<file path="config.mk">
export PLATFORM = sky130hd
export DESIGN_NAME = jk_reg_bank
export DESIGN_NICKNAME = d
export VERILOG_FILES = /design/src/rtl/jk_reg_bank.sv
export SDC_FILE = /design/constraint.sdc
export NUM_CORES = 1
export LEC_CHECK = 0
export ABC_AREA = 0
export BUFFER_PORTS_ARGS = -buffer_cell sky130_fd_sc_hd__buf_4
export CAP_MARGIN = 10
export CORE_AREA = 10 10 47 49
export CTS_BUF_LIST = sky130_fd_sc_hd__clkbuf_4 sky130_fd_sc_hd__clkbuf_8
export CTS_CLUSTER_SIZE = 24
export DETAILED_ROUTE_END_ITERATION = 12
export DIE_AREA = 0 0 57 59
export PLACE_DENSITY_LB_ADDON = 0.05
export SYNTH_ARGS = -nofsm -noshare
export SYNTH_HDL_FRONTEND = slang
export SYNTH_SLANG_ARGS = --single-unit
</file>
<file path="constraint.sdc">
create_clock -name clk -period 4.6 [get_ports clk]
set_input_delay 0.69 -clock clk [delete_from_list [all_inputs] [get_ports clk]]
set_output_delay 0.69 -clock clk [all_outputs]
set_load 0.01 [all_outputs]
</file>
<file path="src/rtl/jk_reg_bank.sv">
// jk_reg_bank: vector of WIDTH JK flip-flops with synchronous parallel load,
// clock enable, a modulo-MODULUS up-counter mode built from JK toggle
// equations, a terminal-count flag and a registered change-detect flag.
module jk_reg_bank #(
  parameter int WIDTH   = 4,
  parameter int MODULUS = 16,
  parameter int INIT    = 0
) (
  input  logic             clk,
  input  logic             reset,
  input  logic             en,
  input  logic             mode,
  input  logic             load,
  input  logic [WIDTH-1:0] d,
  input  logic [WIDTH-1:0] j,
  input  logic [WIDTH-1:0] k,
  output logic [WIDTH-1:0] q,
  output logic [WIDTH-1:0] q_bar,
  output logic             tc,
  output logic             changed
);

  localparam logic [WIDTH-1:0] TC_VAL   = WIDTH'(MODULUS - 1);
  localparam logic [WIDTH-1:0] INIT_VAL = WIDTH'(INIT);
  localparam logic [WIDTH-1:0] ONE      = WIDTH'(1);

  // Characteristic equation of a JK flip-flop, applied bitwise:
  // Q+ = J & ~Q | ~K & Q
  function automatic logic [WIDTH-1:0] jk_update(
    input logic [WIDTH-1:0] cur,
    input logic [WIDTH-1:0] jj,
    input logic [WIDTH-1:0] kk
  );
    return (jj & ~cur) | (~kk & cur);
  endfunction

  logic [WIDTH-1:0] cnt_target;
  logic [WIDTH-1:0] cnt_toggle;
  logic [WIDTH-1:0] cnt_next;
  logic [WIDTH-1:0] q_next;

  // Counter next state: any q at or beyond the terminal value restarts at 0,
  // which also recovers out-of-range values left by a load or JK mode.
  // The step is realised as JK flip-flops in toggle form (J=K=T).
  always_comb begin
    cnt_target = (q >= TC_VAL) ? '0 : q + ONE;
    cnt_toggle = q ^ cnt_target;
    cnt_next   = jk_update(q, cnt_toggle, cnt_toggle);
  end

  // Next-state selection with priority load > enable > hold.
  always_comb begin
    q_next = q;
    if (load) begin
      q_next = d;
    end else if (en) begin
      if (mode) q_next = cnt_next;
      else      q_next = jk_update(q, j, k);
    end
  end

  // State register and change flag; reset acts immediately.
  always_ff @(posedge clk or posedge reset) begin
    if (reset) begin
      q       <= INIT_VAL;
      changed <= 1'b0;
    end else begin
      q       <= q_next;
      changed <= (q_next != q);
    end
  end

  assign q_bar = ~q;
  assign tc    = mode && (q == TC_VAL);

endmodule

</file>
Word level (Yosys, flattened, before mapping). Index checks and enable logic that the tools add are counted.

Add/subtract/negate cells: 1. Order comparisons: 1. Equality and inequality tests: 2. Multiplexer cells: 4. Bitwise logic cells: 10. Reductions and logical operators: 1.

Operators with widths (number): bitwise AND 4 bit (4); two-way mux 4 bit (4); NOT 4 bit (3); OR 4 bit (2); adder 4 x 1 -> 4 bit, second input constant (1); equality test 4 bit, second input constant (1); greater-or-equal comparator 4 bit, second input constant (1); inequality test 4 bit (1); XOR 4 bit (1); logical AND 1 bit (1).

Register bits: 5.

Logic depth before layout (Yosys ltp). Gate-level depths: netlist of the first run.

Depth in word-level cells: 10. Gate-level depth with buffers: 5. Gate-level depth less buffers: 5.

Least setup slack after synthesis of the first run. Ideal clock, no wire load.

Path type: flip-flop to flip-flop. Start point: register q[0]. End point: register changed. Setup time: 0.144 ns. Arrival: 1.599 ns. Data required time: 4.456 ns. Setup slack: 2.858 ns. Stages on the path, launching flop included: 6. Path buffers: 0. Clock period less this slack: 1.742 ns. Cells stage by stage: dfrtp_1 -> ha_1 -> and3_4 -> o31a_1 -> o311ai_1 -> o2111ai_1.

Cells in the longest elaborated chain, start to end: 10.

Ends and longest elaborated chain: start, declared (line 17) `output logic [WIDTH-1:0] q,`; start signal, assigned (line 68) `q <= q_next;`; adder 4 x 1 -> 4 bit / greater-or-equal comparator 4 bit (equally long branches) (line 46) `cnt_target = (q >= TC_VAL) ? '0 : q + ONE;`; two-way mux 4 bit (line 46); XOR 4 bit (line 47) `cnt_toggle = q ^ cnt_target;`; NOT 4 bit (line 34) `return (jj & ~cur) | (~kk & cur);`; bitwise AND 4 bit (line 34); OR 4 bit (line 34); two-way mux 4 bit (line 57) `if (mode) q_next = cnt_next;`; two-way mux 4 bit (line 56) `end else if (en) begin`; two-way mux 4 bit (line 54) `if (load) begin`; inequality test 4 bit * (line 69) `changed <= (q_next != q);`; end signal, assigned (line 69); end, declared (line 20) `output logic changed`.

Mark *: on every way between the ends. The rest lies on a longest branch, timed or not.

Worst setup path in the final report of the first run.
Start point: register q[1]. End point: output port tc.

Cells in the longest elaborated chain, start to end: 2.

Ends and longest elaborated chain: equality test 4 bit (line 74) `assign tc = mode && (q == TC_VAL);`; logical AND 1 bit (line 74); end, declared (line 19) `output logic tc,`.

Every way passes these cells.

==> results of run 1 <==
## power by group
| part | total, mW | internal [mW] | switching (mW) |
|---|---|---|---|
| registers | 0.0597 | 0.0492 | 0.0105 |
| logic | 0.0718 | 0.0394 | 0.0324 |
| clock network | 0.0559 | 0.0386 | 0.0173 |
| total | 0.187 | 0.127 | 0.0602 |
## Yosys cell counts (all sizes together) (2+ instances only)
| cell | n | area share [%] |
|---|---|---|
| nand2 | 3 | 2.2 |
| o311ai | 2 | 3.5 |
| o21ai | 3 | 3.0 |
| nand2b | 3 | 3.7 |
| inv | 9 | 6.7 |
| xnor2 | 2 | 3.5 |
| a21oi | 5 | 4.9 |
| nor2b | 2 | 2.5 |
| nor2 | 4 | 3.0 |
| o31a | 2 | 3.5 |
| buf | 2 | 2.0 |
| nor3 | 3 | 3.0 |
| dfrtp | 5 | 25 |
## flip-flops by register name (all words and copies together), names as in the netlist
name,cells
q,4
changed,1
## cell type report
class                      instances  area, µm²
fill                             150      664.4
inverter                           9      33.78
sequential                         5      125.1
tap                               16      20.02
timing repair buffer              26      195.2
multi-input combinational         49      332.8
clock buffer                       4      30.03
## routing by layer
layer | up-vias | routed length (µm) | track usage (%) | share of wire (%)
met5 | - | 0 | 0 | 0
met2 | 18 | 699 | 14.57 | 46
li1 | 297 | - | - | -
met3 | 0 | 100 | 4.077 | 6.5
met1 | 256 | 731 | 10.36 | 48
met4 | 0 | 0 | 1.007 | 0
## worst paths after layout
kind / from / end / slack [ns]
max reg2reg: q[1] / changed / 2.74
max: q[1] / tc / 2.47
min in group clk: d[3] / q[3] / 0.71
max in group asynchronous: reset / q[3] / 4.08
min: reset / q[0] / 0.35
min reg2reg: q[0] / changed / 0.72
## worst max-delay path: cells and delay by family, from the launching register on
kind	cells	cell delay (ns)
flops	1	0.51
fa+ha+maj	1	0.28
simple gates	1	0.26
buf+inv	1	0.14
## kinds of logic (layout without fill, tap and decap cells)
kind of cell | after synthesis | after routing
muxes | 2 | 2
AOI/OAI and AO/OA | 21 | 21
DFF | 5 | 5
adders and majority gates | 1 | 1
buffers and inverters | 12 | 39
xor gates and xnor gates | 2 | 2
and+or+nand+nor | 23 | 23
## per-stage QoR
stage | cells | utilization [%]
after floorplan | 66 | -
after global placement | 105 | 50.45
after detailed placement | 105 | 50.45
after CTS | 109 | 52.59
after global routing | 109 | 52.59
final | 109 | 52.59
==> results.md, run 1 <==
* Status: completed
* Final ANT Viol Nets at 0
* Worst Path Max Fanout at 10
* Final setup skew at 0.005528 ns
* Avg Cell Area, Syn at 7.659 µm²
* Starting Density at 36.07%
* DR pass1 iterations at 4
* First-pass GRT wire length at 2.511 mm
* Post-synth ARST share at 100.0%
* # DRC at 0
* Die Wd at 57 µm
* Post-synthesis mux area share at 4.208%
* Drt wl/cell at 14.05 µm
* Worst EP required at 3.91 ns
* Area of placed instances at 706.9 µm²
* Standard-cell rows at 14
* Vias per cell at 5.239
* Final instance area at 737.0 µm²
* Post-Syn Nets at 84
* Clk buf depth at 2
* VDD IR-drop max at 0.0002084 V
* Pin count of the biggest net entering global routing at 16
* Share of layout cells above drive strength 1 at 35.48%
* Post-synthesis simple-gate area fraction at 26.24%
* Slew Limit Fails at 0
* Clk root buf: clkbuf_4
* Hold WC Path Type: in -> async
* Post-CTS setup buffer count at 0
* RSZ-0062 raised after global routing: false
* Initial antenna violation count at 0
* Post-CTS Resized at 0
* Port Buffer Count at 26
* Num CTS Buffers at 3
* Mapped Cells at 66
* Most frequent cells in the layout: 26 x buf_4, 8 x inv_1, 5 x a21oi_1, 5 x dfrtp_1
* Setup TNS after final layout at 0 ns
* Rel. slew slack at 76.17%
* Syn-to-layout area delta at 45.79%
* Synth Area in XOR/XNOR at 3.465%
* Cts hold-fix bufs at 0
* Setup CP Type: reg -> out
* Worst setup SP type: flip-flop
* Pwr Density at 254.3 nW/µm²
* Max_cap viols at 0
* Setup Slack @ Placement at 2.652 ns
* Sequential share of the synthesized area at 24.75%
* Die Height at 59 µm
* Lkg Pwr at 0.3539 nW
* Clock Pin Slew Worst Setup and Hold Paths at 0.05 ns
* Tot Pwr at 187.4 µW
* Total GRT Usage at 8.775%
* Ys Warns at 0
* Critical path, cell by cell: ha_1, and4_1, buf_4
* CP max-delay cell: dfrtp_1
* Ports at 27
* Least-Margin Pin Slew at 0.3529 ns
* FF-to-FF path depth at 5
* Die area at 3363 µm²
* Primary FF master, synth: dfrtp_1
* Crit. End Element: primary output
* Area share of fa/ha/maj cells after synthesis at 2.475%
* CTS H-tree lvls at 1
* Vias at 571
* Number of synthesized flops with an enable pin at 0
* Largest family of logic cells by synthesized area: compound AO/OA/AOI/OAI gates
* Tmin final at 2.131 ns
* Core Region at 1401 µm²
* Hold Fails Final Rpt at 0
* Slowest stage delay, CP at 0.51 ns
* Grt ovf at 0
* Worst setup margin at 2.469 ns
* CTS tree: yes
* Final wirelength at 1.531 mm
* # nets final at 112
* Vias in the first global route at 587
* Setup violations, final at 0
* CP arrival at 1.44 ns
* Clk Latency, worst-skew pair at 0.24 ns
* # diodes at 0
* Fin crit share at 46.32%
* Library cells used by synthesis at 37
* Commonest non-fill, non-tap cell in the layout: buf_4
* Peak Freq at 0.4693 GHz
* Synth Area in Compound Gates at 29.46%
* Fin Hold WS at 0.3475 ns
* Iter 0 DRT Violations at 10
* Mapped Area at 505.5 µm²
* Yosys reg bits at 5
* Clock Sinks at 5
* GP Congestion at 0.8519
Note: power is estimated with default switching activity, not from simulation.
==> run 2, diff against run 1 <==
==> constraint.sdc (replaced) <==
create_clock -name clk -period 1.74 [get_ports clk]
set_input_delay 0.261 -clock clk [delete_from_list [all_inputs] [get_ports clk]]
set_output_delay 0.261 -clock clk [all_outputs]
set_load 0.01 [all_outputs]
==> results.md, run 2 (same netlist as run 1, synthesis figures left out) <==
* Status: completed
* Worst R2R End: changed
* # DRC at 0 (unchanged)
* Clock Sinks at 5 (unchanged)
* Metal2 WL at 756 µm (+8.2%)
* Crit. End Element: flip-flop
* Endpoint, Worst Hold: q[3]
* Worst EP required at 1.90 ns (-2.01 ns)
* Met3 wire len at 81 µm (-19%)
* Die area at 3363 µm² (unchanged)
* WHS Path Cells at 2
* RSZ-0062 raised after global routing: false
* Starting Density at 36.07% (unchanged)
* Standard-cell rows at 14 (unchanged)
* First-pass GRT wire length at 2.780 mm (+11%)
* Uppermost layer routed: met4
* Largest registers: q: 4 flops, changed: 1 flops
* Worst setup SP type: flip-flop
* DPL Wire Length at 1.312 mm
* Hold Fails Final Rpt at 0 (unchanged)
* CP arrival at 1.75 ns (+0.31 ns)
* Most flop-heavy register: q
* Commonest non-fill, non-tap cell in the layout: buf_4
* Syn-to-layout area delta at 56.44%
* Setup violations, final at 0 (unchanged)
* Vias at 587 (+2.8%)
* Crit-path leading delay family: compound AO/OA/AOI/OAI gates
* Grt ovf at 0 (unchanged)
* CTS tree: yes
* Pin count of the biggest net entering global routing at 16 (unchanged)
* Iter 0 DRT Violations at 7 (-3)
* FF-to-FF path depth at 5 (unchanged)
* Ports at 27 (unchanged)
* Post-CTS setup buffer count at 0 (unchanged)
* Most frequent cells in the layout: 28 x buf_4, 8 x inv_1, 5 x a21oi_1
* CP max-delay cell: dfrtp_2
* Drt wl/cell at 14.79 µm (+5.3%)
* GP Congestion at 0.7283 (-15%)
* Vias per cell at 5.241 (about the same)
* Total GRT Usage at 9.861% (+1.1 points)
* # nets final at 115 (+2.7%)
* Rel. slew slack at 71.65% (-4.5 points)
* Setup TNS after final layout at 0 ns (unchanged)
* Num CTS Buffers at 3 (unchanged)
* Critical path, cell by cell: ha_4, and3_4, o311ai_0, o311ai_2, o2111ai_2
* HP Start: d[3]
* Peak Freq at 0.6279 GHz
* Slowest stage delay, CP at 0.42 ns (-0.09 ns)
* Clk buf depth at 2 (unchanged)
* Final ANT Viol Nets at 0 (unchanged)
* Vias in the first global route at 638 (+8.7%)
* Final wirelength at 1.657 mm (+8.2%)
* VDD IR-drop max at 0.0003529 V (+69%)
* Slew Limit Fails at 0 (unchanged)
* Die Wd at 57 µm (unchanged)
* Pwr Density at 668.3 nW/µm² (+160%)
* Clk root buf: clkbuf_4
* Share of layout cells above drive strength 1 at 41.67% (+6.2 points)
* Final setup skew at 0.002521 ns (-0.003007 ns)
* Filler cells at 149 (-0.67%)
* Final instance area at 790.8 µm² (+7.3%)
* Largest register FFs at 4 (unchanged)
* Core Region at 1401 µm² (unchanged)
* Fin crit share at 91.54%
* Tmin final at 1.593 ns
* M1 WL at 802 µm (+9.7%)
* Clock Pin Slew Worst Setup and Hold Paths at 0.05 ns (about the same)
* DR pass1 iterations at 4 (unchanged)
* Initial antenna violation count at 0 (unchanged)
* # diodes at 0 (unchanged)
* Buf/Inv on CP at 0 (-1)
* Setup CP Type: reg -> reg
* Lkg Pwr at 0.3685 nW (+4.1%)
* CTS H-tree lvls at 1 (unchanged)
* RR Startpoint: q[0]
* Least-Margin Pin Slew at 0.4200 ns (+0.06706 ns)
* Die Height at 59 µm (unchanged)
* Area of placed instances at 724.4 µm² (+2.5%)
* Hold WC Path Type: in -> reg
* Clk Latency, worst-skew pair at 0.24 ns (about the same)
* Worst Path Max Fanout at 2 (-8)
* Max_cap viols at 0 (unchanged)
* Port Buffer Count at 26 (unchanged)
* R2R Setup Slk at 0.15 ns (-2.59 ns)
## run 2: cell count changes in the layout (fill, tap and decap cells not counted), sizes merged
cell	previous run	this run
buf	26	28
dlygate4sd3	0	1
## run 2: timing repair
item	4_1_cts	5_1_grt
hold buffers	1	0
pin swaps	0	3
setup endpoints to repair	1	1
endpoints found under the hold margin	5	0
resized for setup	1	2
## run 2: per-stage QoR
stage	power (mW)	setup slack (ns)	utilization (%)	hold slack (ns)	cells
finish	0.5284	0.1473	56.43	0.2680	112
global route	0.5690	0.04324	56.43	0.2664	112
CTS	0.5272	0.01905	55.09	0.2585	112
detailed placement	0.3624	0.005638	51.70	0.1849	107
global placement	0.3620	0.06993	51.70	0.1766	107
floorplan	0.2587	0.02715	-	0.03938	66
## run 2: final cells by class
type	count	area [µm²]	share of cell area, %
Tap cell	16	20.02	2.532
Inverter	9	33.78	4.272
Clock buffer	4	30.03	3.797
Timing Repair Buffer	29	220.2	27.85
Multi-Input combinational cell	49	359.1	45.41
Sequential cell	5	127.6	16.14
## run 2: how the worst max path moves through the flow
stage / from / end / slack, ns / depth (start not counted)
4_1_cts: q[0] / changed / 0.02 / 5
2_1_floorplan: q[0] / changed / 0.03 / 5
3_5_place_dp: q[0] / changed / 0.006 / 5
3_3_place_gp: q[0] / changed / 0.07 / 5
5_1_grt: q[0] / changed / 0.04 / 5
6_report: q[0] / changed / 0.15 / 5
## run 2: power breakdown
group	leakage (nW)	internal, mW	switching (mW)
clock network	0.0184	0.102	0.0505
logic	0.296	0.121	0.104
registers	0.0538	0.131	0.0196
total	0.369	0.355	0.174
## run 2: metal layers
metal | track usage [%] | up-vias
li1 | - | 303
met1 | 11.81 | 261
met2 | 15.81 | 21
met3 | 2.361 | 2
met4 | 5.369 | 0
met5 | 0 | -
==> run 3, diff against run 2 <==
--- a/config.mk
+++ b/config.mk
@@ -13,6 +13,7 @@
 export CTS_CLUSTER_SIZE = 24
 export DETAILED_ROUTE_END_ITERATION = 12
 export DIE_AREA = 0 0 57 59
+export GPL_TIMING_DRIVEN = 0
 export PLACE_DENSITY_LB_ADDON = 0.05
 export SYNTH_ARGS = -nofsm -noshare
 export SYNTH_HDL_FRONTEND = slang
==> results.md, run 3 (same netlist as run 1, synthesis figures left out) <==
* Core Region at 1401 µm² (unchanged)
* Grt ovf at 0 (unchanged)
* Final setup skew at 0.003439 ns (+0.0009180 ns)
* CTS H-tree lvls at 1 (unchanged)
* Initial antenna violation count at 0 (unchanged)
* Vias per cell at 5.330 (+1.7%)
* Vias in the first global route at 618 (-3.1%)
* Peak Freq at 0.5987 GHz (-4.6%)
* DR pass1 iterations at 4 (unchanged)
* Hold WC Path Type: in -> reg
* Final ANT Viol Nets at 0 (unchanged)
* Fin crit share at 95.99% (+4.5 points)
* Worst setup margin at 0.06977 ns (-0.07749 ns)
* Num CTS Buffers at 3 (unchanged)
* Vias at 613 (+4.4%)
* Standard-cell rows at 14 (unchanged)
* Status: completed
* Clock Sinks at 5 (unchanged)
* RSZ-0062 raised after global routing: false
* Worst setup SP type: flip-flop
* Starting Density at 36.07% (unchanged)
* Share of layout cells above drive strength 1 at 41.41% (-0.25 points)
* Total GRT Usage at 9.656% (-0.20 points)
* Port Buffer Count at 26 (unchanged)
* Die Height at 59 µm (unchanged)
* CTS tree: yes
* Syn-to-layout area delta at 57.92%
* # diodes at 0 (unchanged)
* Die Wd at 57 µm (unchanged)
* Max_cap viols at 0 (unchanged)
* Largest registers: q: 4 flops, changed: 1 flops
* Area of placed instances at 723.2 µm² (-0.17%)
* Register area at 127.6 µm² (unchanged)
* Worst Path Max Fanout at 2 (unchanged)
* Drt wl/cell at 14.34 µm (-3.1%)
* Clock Pin Slew Worst Setup and Hold Paths at 0.05 ns (about the same)
* Crit. End Element: flip-flop
* Iter 0 DRT Violations at 10 (+3)
* Commonest non-fill, non-tap cell in the layout: buf_4
* DPL Wire Length at 1.304 mm (-0.63%)
* Hold Fails Final Rpt at 0 (unchanged)
* Clk buf depth at 2 (unchanged)
* Worst EP required at 1.83 ns (-0.07 ns)
* GP Congestion at 0.7635 (+4.8%)
* Lkg Pwr at 0.3765 nW (+2.2%)
* Rel. slew slack at 73.05% (+1.4 points)
* Clk Latency, worst-skew pair at 0.24 ns (about the same)
* Largest register FFs at 4 (unchanged)
* Multi-input logic area at 352.8 µm² (-1.7%)
* Least-Margin Pin Slew at 0.3941 ns (-0.02586 ns)
* # DRC at 0 (unchanged)
* Most frequent cells in the layout: 28 x buf_4, 8 x inv_1, 5 x a21oi_1
* # nets final at 118 (+2.6%)
* First-pass GRT wire length at 2.656 mm (-4.5%)
* VDD IR-drop max at 0.0005348 V (+52%)
* Pwr Density at 656.6 nW/µm² (-1.7%)
* Filler cells at 140 (-6.0%)
* Clk root buf: clkbuf_4
* Tmin final at 1.670 ns (+0.07749 ns)
* Final instance area at 798.3 µm² (+0.95%)
* Setup CP Type: reg -> reg
* Final wirelength at 1.649 mm (-0.48%)
* Most flop-heavy register: q
* Setup violations, final at 0 (unchanged)
* Ports at 27 (unchanged)
* Setup Slack @ Placement at -0.1165 ns (-0.1221 ns)
* Pin count of the biggest net entering global routing at 11 (-5)
* Tot Pwr at 524.2 µW (-0.81%)
* Setup TNS after final layout at 0 ns (unchanged)
* Slew Limit Fails at 0 (unchanged)
* CP arrival at 1.76 ns (about the same)
* Die area at 3363 µm² (unchanged)
-- run 3: cell types whose count changed in the layout (fill, tap and decap cells not counted), sizes merged --
cell / previous run / this run
clkbuf: 4 / 5
buf: 28 / 30
-- run 3: per-stage QoR --
stage / std cells / hold WS [ns] / utilization (%)
6_report: 115 / 0.2745 / 56.96
5_1_grt: 115 / 0.2736 / 56.96
4_1_cts: 115 / 0.2705 / 56.07
3_5_place_dp: 108 / 0.1795 / 51.61
3_3_place_gp: 108 / 0.1735 / 51.61
2_1_floorplan: 66 / 0.03938 / -
-- run 3: where the power goes --
group          internal (mW)  leakage, nW  switching, mW
logic                  0.122        0.304          0.107
clock network          0.102       0.0184         0.0475
registers              0.131       0.0538         0.0140
-- run 3: final cells by class --
class,count,area share (%)
Buffer,3,1.724
Clock buffer,4,3.762
Inverter,9,4.232
Multi-Input combinational cell,49,44.20
Sequential cell,5,15.99
Tap cell,16,2.508
Timing Repair Buffer,29,27.59
-- run 3: repair_timing --
action / CTS / global route
setup buffers: 2 / 0
hold endpoints to repair: 5 / 0
hold buffers: 1 / 0
endpoints found under the setup margin: 1 / 1
resized for setup: 1 / 1
pin swaps: 2 / 0
-- run 3: worst max-delay path, stage by stage (launching register included) --
cell and delay [ns]:
dfrtp_2 0.42, ha_4 0.24, and3_4 0.17, o31a_1 0.29
o311ai_2 0.24, o2111ai_1 0.16
-- run 3: routing by layer --
metal / vias to the layer above / global-route usage (%) / part of all wire (%)
li1: 306 / - / -
met2: 23 / 15.81 / 47
met1: 284 / 10.88 / 47
met4: 0 / 3.020 / 0
met3: 0 / 4.506 / 6.1
met5: - / 0 / 0
-- run 3: final timing paths --
kind / startpoint / to / slack [ns] / cells after the start
max: q[0] / changed / 0.07 / 5
min: d[0] / q[0] / 0.27 / 3
max reg2reg: q[0] / changed / 0.07 / 5
min reg2reg: q[0] / changed / 0.75 / 2
max in group asynchronous: reset / q[0] / 1.08 / 3
min in group asynchronous: reset / changed / 0.48 / 3
